### src/rtl/sec_down_timer.sv
// sec_down_timer: BCD MM:SS countdown timer (00:00 to 59:59).
// The count decrements once per prescaled one-second tick and borrows
// through the four digits. At 00:00 it pulses done and holds expired
// until the next load or reset.
//
// Ports:
//   clk                     system clock, rising edge
//   rst                     asynchronous active-low reset
//   load                    load the set_* digits (highest priority)
//   start / stop            level-sampled run / pause requests (stop wins)
//   set_m10/m1/s10/s1       digits to load; out-of-range values clamp
//   m10/m1/s10/s1           current count digits
//   running                 high while counting
//   tick                    one-cycle pulse on each decrement
//   done                    one-cycle pulse when the count reaches 00:00
//   expired                 sticky flag, cleared only by load or reset
module sec_down_timer #(
  parameter int unsigned TICK_DIV = 1000,
  parameter int unsigned CW       = 26
) (
  input  logic       clk,
  input  logic       rst,
  input  logic       load,
  input  logic       start,
  input  logic       stop,
  input  logic [2:0] set_m10,
  input  logic [3:0] set_m1,
  input  logic [2:0] set_s10,
  input  logic [3:0] set_s1,
  output logic [2:0] m10,
  output logic [3:0] m1,
  output logic [2:0] s10,
  output logic [3:0] s1,
  output logic       running,
  output logic       tick,
  output logic       done,
  output logic       expired
);

  typedef enum logic [1:0] {IDLE, RUN, PAUSE, EXPIRED} state_t;

  localparam logic [CW-1:0] LAST = CW'(TICK_DIV - 1);

  state_t        state, state_nx;
  logic [CW-1:0] presc, presc_nx;
  logic [2:0]    m10_nx, s10_nx;
  logic [3:0]    m1_nx, s1_nx;
  logic          tick_nx, done_nx;
  logic          count_zero, count_one;

  assign count_zero = (m10 == 3'd0) && (m1 == 4'd0) && (s10 == 3'd0) && (s1 == 4'd0);
  // The only count whose decrement yields 00:00.
  assign count_one  = (m10 == 3'd0) && (m1 == 4'd0) && (s10 == 3'd0) && (s1 == 4'd1);

  always_comb begin
    state_nx = state;
    presc_nx = presc;
    m10_nx   = m10;
    m1_nx    = m1;
    s10_nx   = s10;
    s1_nx    = s1;
    tick_nx  = 1'b0;
    done_nx  = 1'b0;

    if (load) begin
      m10_nx   = (set_m10 > 3'd5) ? 3'd5 : set_m10;
      m1_nx    = (set_m1  > 4'd9) ? 4'd9 : set_m1;
      s10_nx   = (set_s10 > 3'd5) ? 3'd5 : set_s10;
      s1_nx    = (set_s1  > 4'd9) ? 4'd9 : set_s1;
      presc_nx = '0;
      state_nx = IDLE;
    end else begin
      case (state)
        IDLE: begin
          if (!stop && start && !count_zero) state_nx = RUN;
        end
        RUN: begin
          // Stop on the tick edge leaves the prescaler at LAST, so the
          // decrement happens on the first cycle after resuming.
          if (stop) begin
            state_nx = PAUSE;
          end else if (presc == LAST) begin
            presc_nx = '0;
            tick_nx  = 1'b1;
            if (s1 != 4'd0) begin
              s1_nx = s1 - 4'd1;
            end else begin
              s1_nx = 4'd9;
              if (s10 != 3'd0) begin
                s10_nx = s10 - 3'd1;
              end else begin
                s10_nx = 3'd5;
                if (m1 != 4'd0) begin
                  m1_nx = m1 - 4'd1;
                end else begin
                  m1_nx  = 4'd9;
                  m10_nx = m10 - 3'd1;
                end
              end
            end
            if (count_one) begin
              done_nx  = 1'b1;
              state_nx = EXPIRED;
            end
          end else begin
            presc_nx = presc + CW'(1);
          end
        end
        PAUSE: begin
          if (!stop && start) state_nx = RUN;
        end
        default: begin
          state_nx = state;
        end
      endcase
    end
  end

  always_ff @(posedge clk or negedge rst) begin
    if (!rst) begin
      state   <= IDLE;
      presc   <= '0;
      m10     <= '0;
      m1      <= '0;
      s10     <= '0;
      s1      <= '0;
      running <= 1'b0;
      tick    <= 1'b0;
      done    <= 1'b0;
      expired <= 1'b0;
    end else begin
      state   <= state_nx;
      presc   <= presc_nx;
      m10     <= m10_nx;
      m1      <= m1_nx;
      s10     <= s10_nx;
      s1      <= s1_nx;
      running <= (state_nx == RUN);
      tick    <= tick_nx;
      done    <= done_nx;
      expired <= (state_nx == EXPIRED);
    end
  end

endmodule

### config.mk
export PLATFORM = sky130hd
export DESIGN_NAME = sec_down_timer
export DESIGN_NICKNAME = d
export VERILOG_FILES = /design/src/rtl/sec_down_timer.sv
export SDC_FILE = /design/constraint.sdc
export NUM_CORES = 1
export LEC_CHECK = 0
export ABC_AREA = 1
export CAP_MARGIN = 25
export CORE_MARGIN = 1
export CORE_UTILIZATION = 30
export CTS_BUF_LIST = sky130_fd_sc_hd__clkbuf_8
export DETAILED_ROUTE_END_ITERATION = 8
export HOLD_SLACK_MARGIN = 0.08
export PLACE_DENSITY = 0.46
export SYNTH_ARGS = -nofsm -noshare
export SYNTH_HDL_FRONTEND = slang
export SYNTH_SLANG_ARGS = --single-unit
### constraint.sdc
create_clock -name clk -period 1.8 [get_ports clk]
set_clock_uncertainty 0.05 [all_clocks]
set_input_delay 0.18 -clock clk [delete_from_list [all_inputs] [get_ports clk]]
set_output_delay 0.18 -clock clk [all_outputs]
set_load 0.02 [all_outputs]
==> key figures <==
Cells and area
  – Most frequent cells in the layout: 127 x nand2_1, 52 x nor2_1, 46 x dfrtp_1
  – Fillers: 1001
  – Synthesis-to-layout area growth: 29.5%
  – Final core occ: 40.4%
  – Share of cells above drive strength 1: 12.9%
  – Final Net Count: 502
  – Post-Layout Cell Count: 610
  – ANT cells: 0
  – Most common cell after layout, fill and taps aside: nand2_1

Worst setup path
  – Reg2reg end: m1[0]
  – Crit path kind: flop to flop
  – Most common cell on crit path: nand2_1
  – Critical path's slowest cell: dfrtp_1
  – Crit Path Max Fanout: 6
  – CP startpoint kind: flop
  – Critical path endpoint category: flop
  – R2R setup slack: 0.16 ns
  – Critical Path RT: 1.94 ns
  – CP max stage delay: 0.43 ns
  – CP top delay family: simple AND/OR/NAND/NOR gates
  – Bufs and invs on worst path: 0
  – Worst reg2reg startpoint: presc[1]
  – Cells along the critical path: ha_4 > nand2_1 > nor3_2 > nand2_1 > nor2_4 > nand3_4 > nand2_8 > nand2_1 > nand2_1 > nand2_1
  – R2R depth: 10
  – Crit path DAT: 1.79 ns

Logic synthesis
  – Syn Area/Cell: 6.97 sq um
  – Synth Warn #: 0
  – Area leader, netlist: dfrtp_1
  – Synth unique cells: 35
  – Register area share after synthesis: 39.5%
  – Syn Std Cell Area: 0.00291 sq mm
  – Largest cells by area after synthesis: dfrtp_1 40%, nand2_1 16%, nor2_1 7.3%, nand3_1 5.8%, inv_1 5.2%
  – Register bit total from synthesis: 46
  – Synth Net Count: 440
  – Post-synth top area share: 39.5%
  – Cell count after synthesis: 418

STA
  – Fin Setup TNS: 0 ns
  – Fin. Hold Viols: 0
  – Fmax: 0.609 GHz
  – Unrepaired setup endpoints after global routing: false
  – Min Clock Period, post-route: 1.64 ns
  – Slew HR: 68.2%
  – Final setup viols: 0
  – Crit share post-route: 91.2%
  – Slew of the pin with the lowest slew margin: 0.478 ns
  – Final Max Tran Viols: 0

Route
  – Routed len/inst: 12.7 microns
  – Drt drc: 0
  – Post-Route WL: 7720 microns
  – Drt pass-1 iters: 4
  – DRT antenna net count: 0
  – Total number of vias: 2764
  – Iter 0 DRT Violations: 99
  – Via density: 4.53

Floorplanning
  – # rows: 35
  – Chip Height: 101 microns
  – Initial Util: 31.2%
  – Die W: 101 microns
  – Io pins: 37
  – Die area: 0.0101 sq mm
  – Core Region: 0.00933 sq mm

Clocking
  – Clk Latency, worst-skew pair: 0.30 ns
  – Root Driver: clkbuf_8
  – Clk slew on worst S/H paths: 0.09 ns
  – Maximum root-to-sink buffer count: 2
  – TritonCTS clock tree: done
  – Num CTS Buffers: 5
  – Clk sinks: 46
  – H-tree depth: 2

GRT
  – Largest net degree at the start of global routing: 29
  – GR Util All Layers: 16.3%
  – Global-route wire length before repair: 13000 microns
  – GRT overflow: 0
  – Number of global-route vias before repair: 2784
  – Initial antenna violation count: 0

Place
  – GP Congestion: 0.808
  – Placed insts: 596
  – Number of buffers added on ports: 36
  – Post-DP HPWL: 5950 microns

Power
  – VDD IR max: 0.000484 V
  – Power Density: 806 mW/mm^2
  – Leakage: 0.00173 uW

Job
  – Max cap viols: 0

Hold path
  – Worst Hold Class: input pin to asynchronous set/reset pin

Run status
  – Outcome: finished, final reports clean
-- worst max path at each step --
stage / start / to / cells after the start
2_1_floorplan: presc[0] / presc[12] / 9
3_3_place_gp: presc[0] / s1[2] / 9
3_5_place_dp: load / presc[12] / 7
4_1_cts: presc[0] / m1[0] / 10
5_1_grt: presc[0] / s1[2] / 10
6_report: presc[1] / m1[0] / 10
-- cells in the mapped netlist, drive strengths merged --
library cell  instances
a22o                  1
nand3                37
nor3                 12
ha                    3
o21a                  1
o21bai                2
o22ai                 2
a21oi                10
xor2                 10
a31oi                 1
o2bb2ai               1
nand4                 5
and3                  3
o221ai                2
inv                  45
nor2                 66
o2111ai               1
o21ai                29
clkbuf                2
dfrtp                46
nand2               130
nor3b                 1
or2                   1
xnor2                 2
buf                   5
-- power by group --
part	internal, uW	total, uW	leakage, uW	switching, uW
Combinational	468	1040	0.00105	568
Clock	389	751	0.0000575	362
Sequential	1140	1250	0.000622	108
-- flip-flops by register name (all words and copies together) (netlist names) --
signal and count:
expired 1, state 2, tick 1, presc 26, running 1, s1 4, done 1, m1 4
s10 3, m10 3
-- cell type report --
type                    instances  area [sq um]  area share, %
flip-flops and latches         46          1150           30.5
repair buffers                 61           583           15.5
multi-input cells             321          1600           42.3
well taps                     129           161           4.28
inverters                      45           169           4.48
clock buffers                   8           110           2.92
-- cell families after synthesis --
group | after synthesis | synth area share, %
DFF | 46 | 39.5
buffers and inverters | 52 | 7.48
and+or+nand+nor | 255 | 38.5
AOI/OAI and AO/OA | 50 | 9.63
xor gates and xnor gates | 12 | 3.61
adders and majority gates | 3 | 1.29
-- stage by stage --
step	cell area, sq um	power [uW]	hold WS, ns	setup slack [ns]
2_1_floorplan	2910	1820	-0.166	0.263
3_3_place_gp	3550	2300	0.109	0.0946
3_5_place_dp	3550	2300	0.120	0.0718
4_1_cts	3670	3070	0.335	0.0543
5_1_grt	3770	3270	0.364	0.000964
6_report	3770	3040	0.321	0.158
-- timing repair --
action                                  CTS  global route
hold endpoints to repair                 18             0
gates resized for setup                   0            10
endpoints found under the setup margin    0            30
hold buffers                              1             0
setup buffers                             0             4
-- metal layers --
layer  GRT usage (%)  vias to the layer above  routed length (microns)
li1                -                     1465                        -
met1            21.6                     1248                     3850
met2            27.8                       42                     3600
met3            2.22                        9                      171
met4            4.46                        0                       98
met5               0                        -                        0
Power figures use the tool's default switching activity.
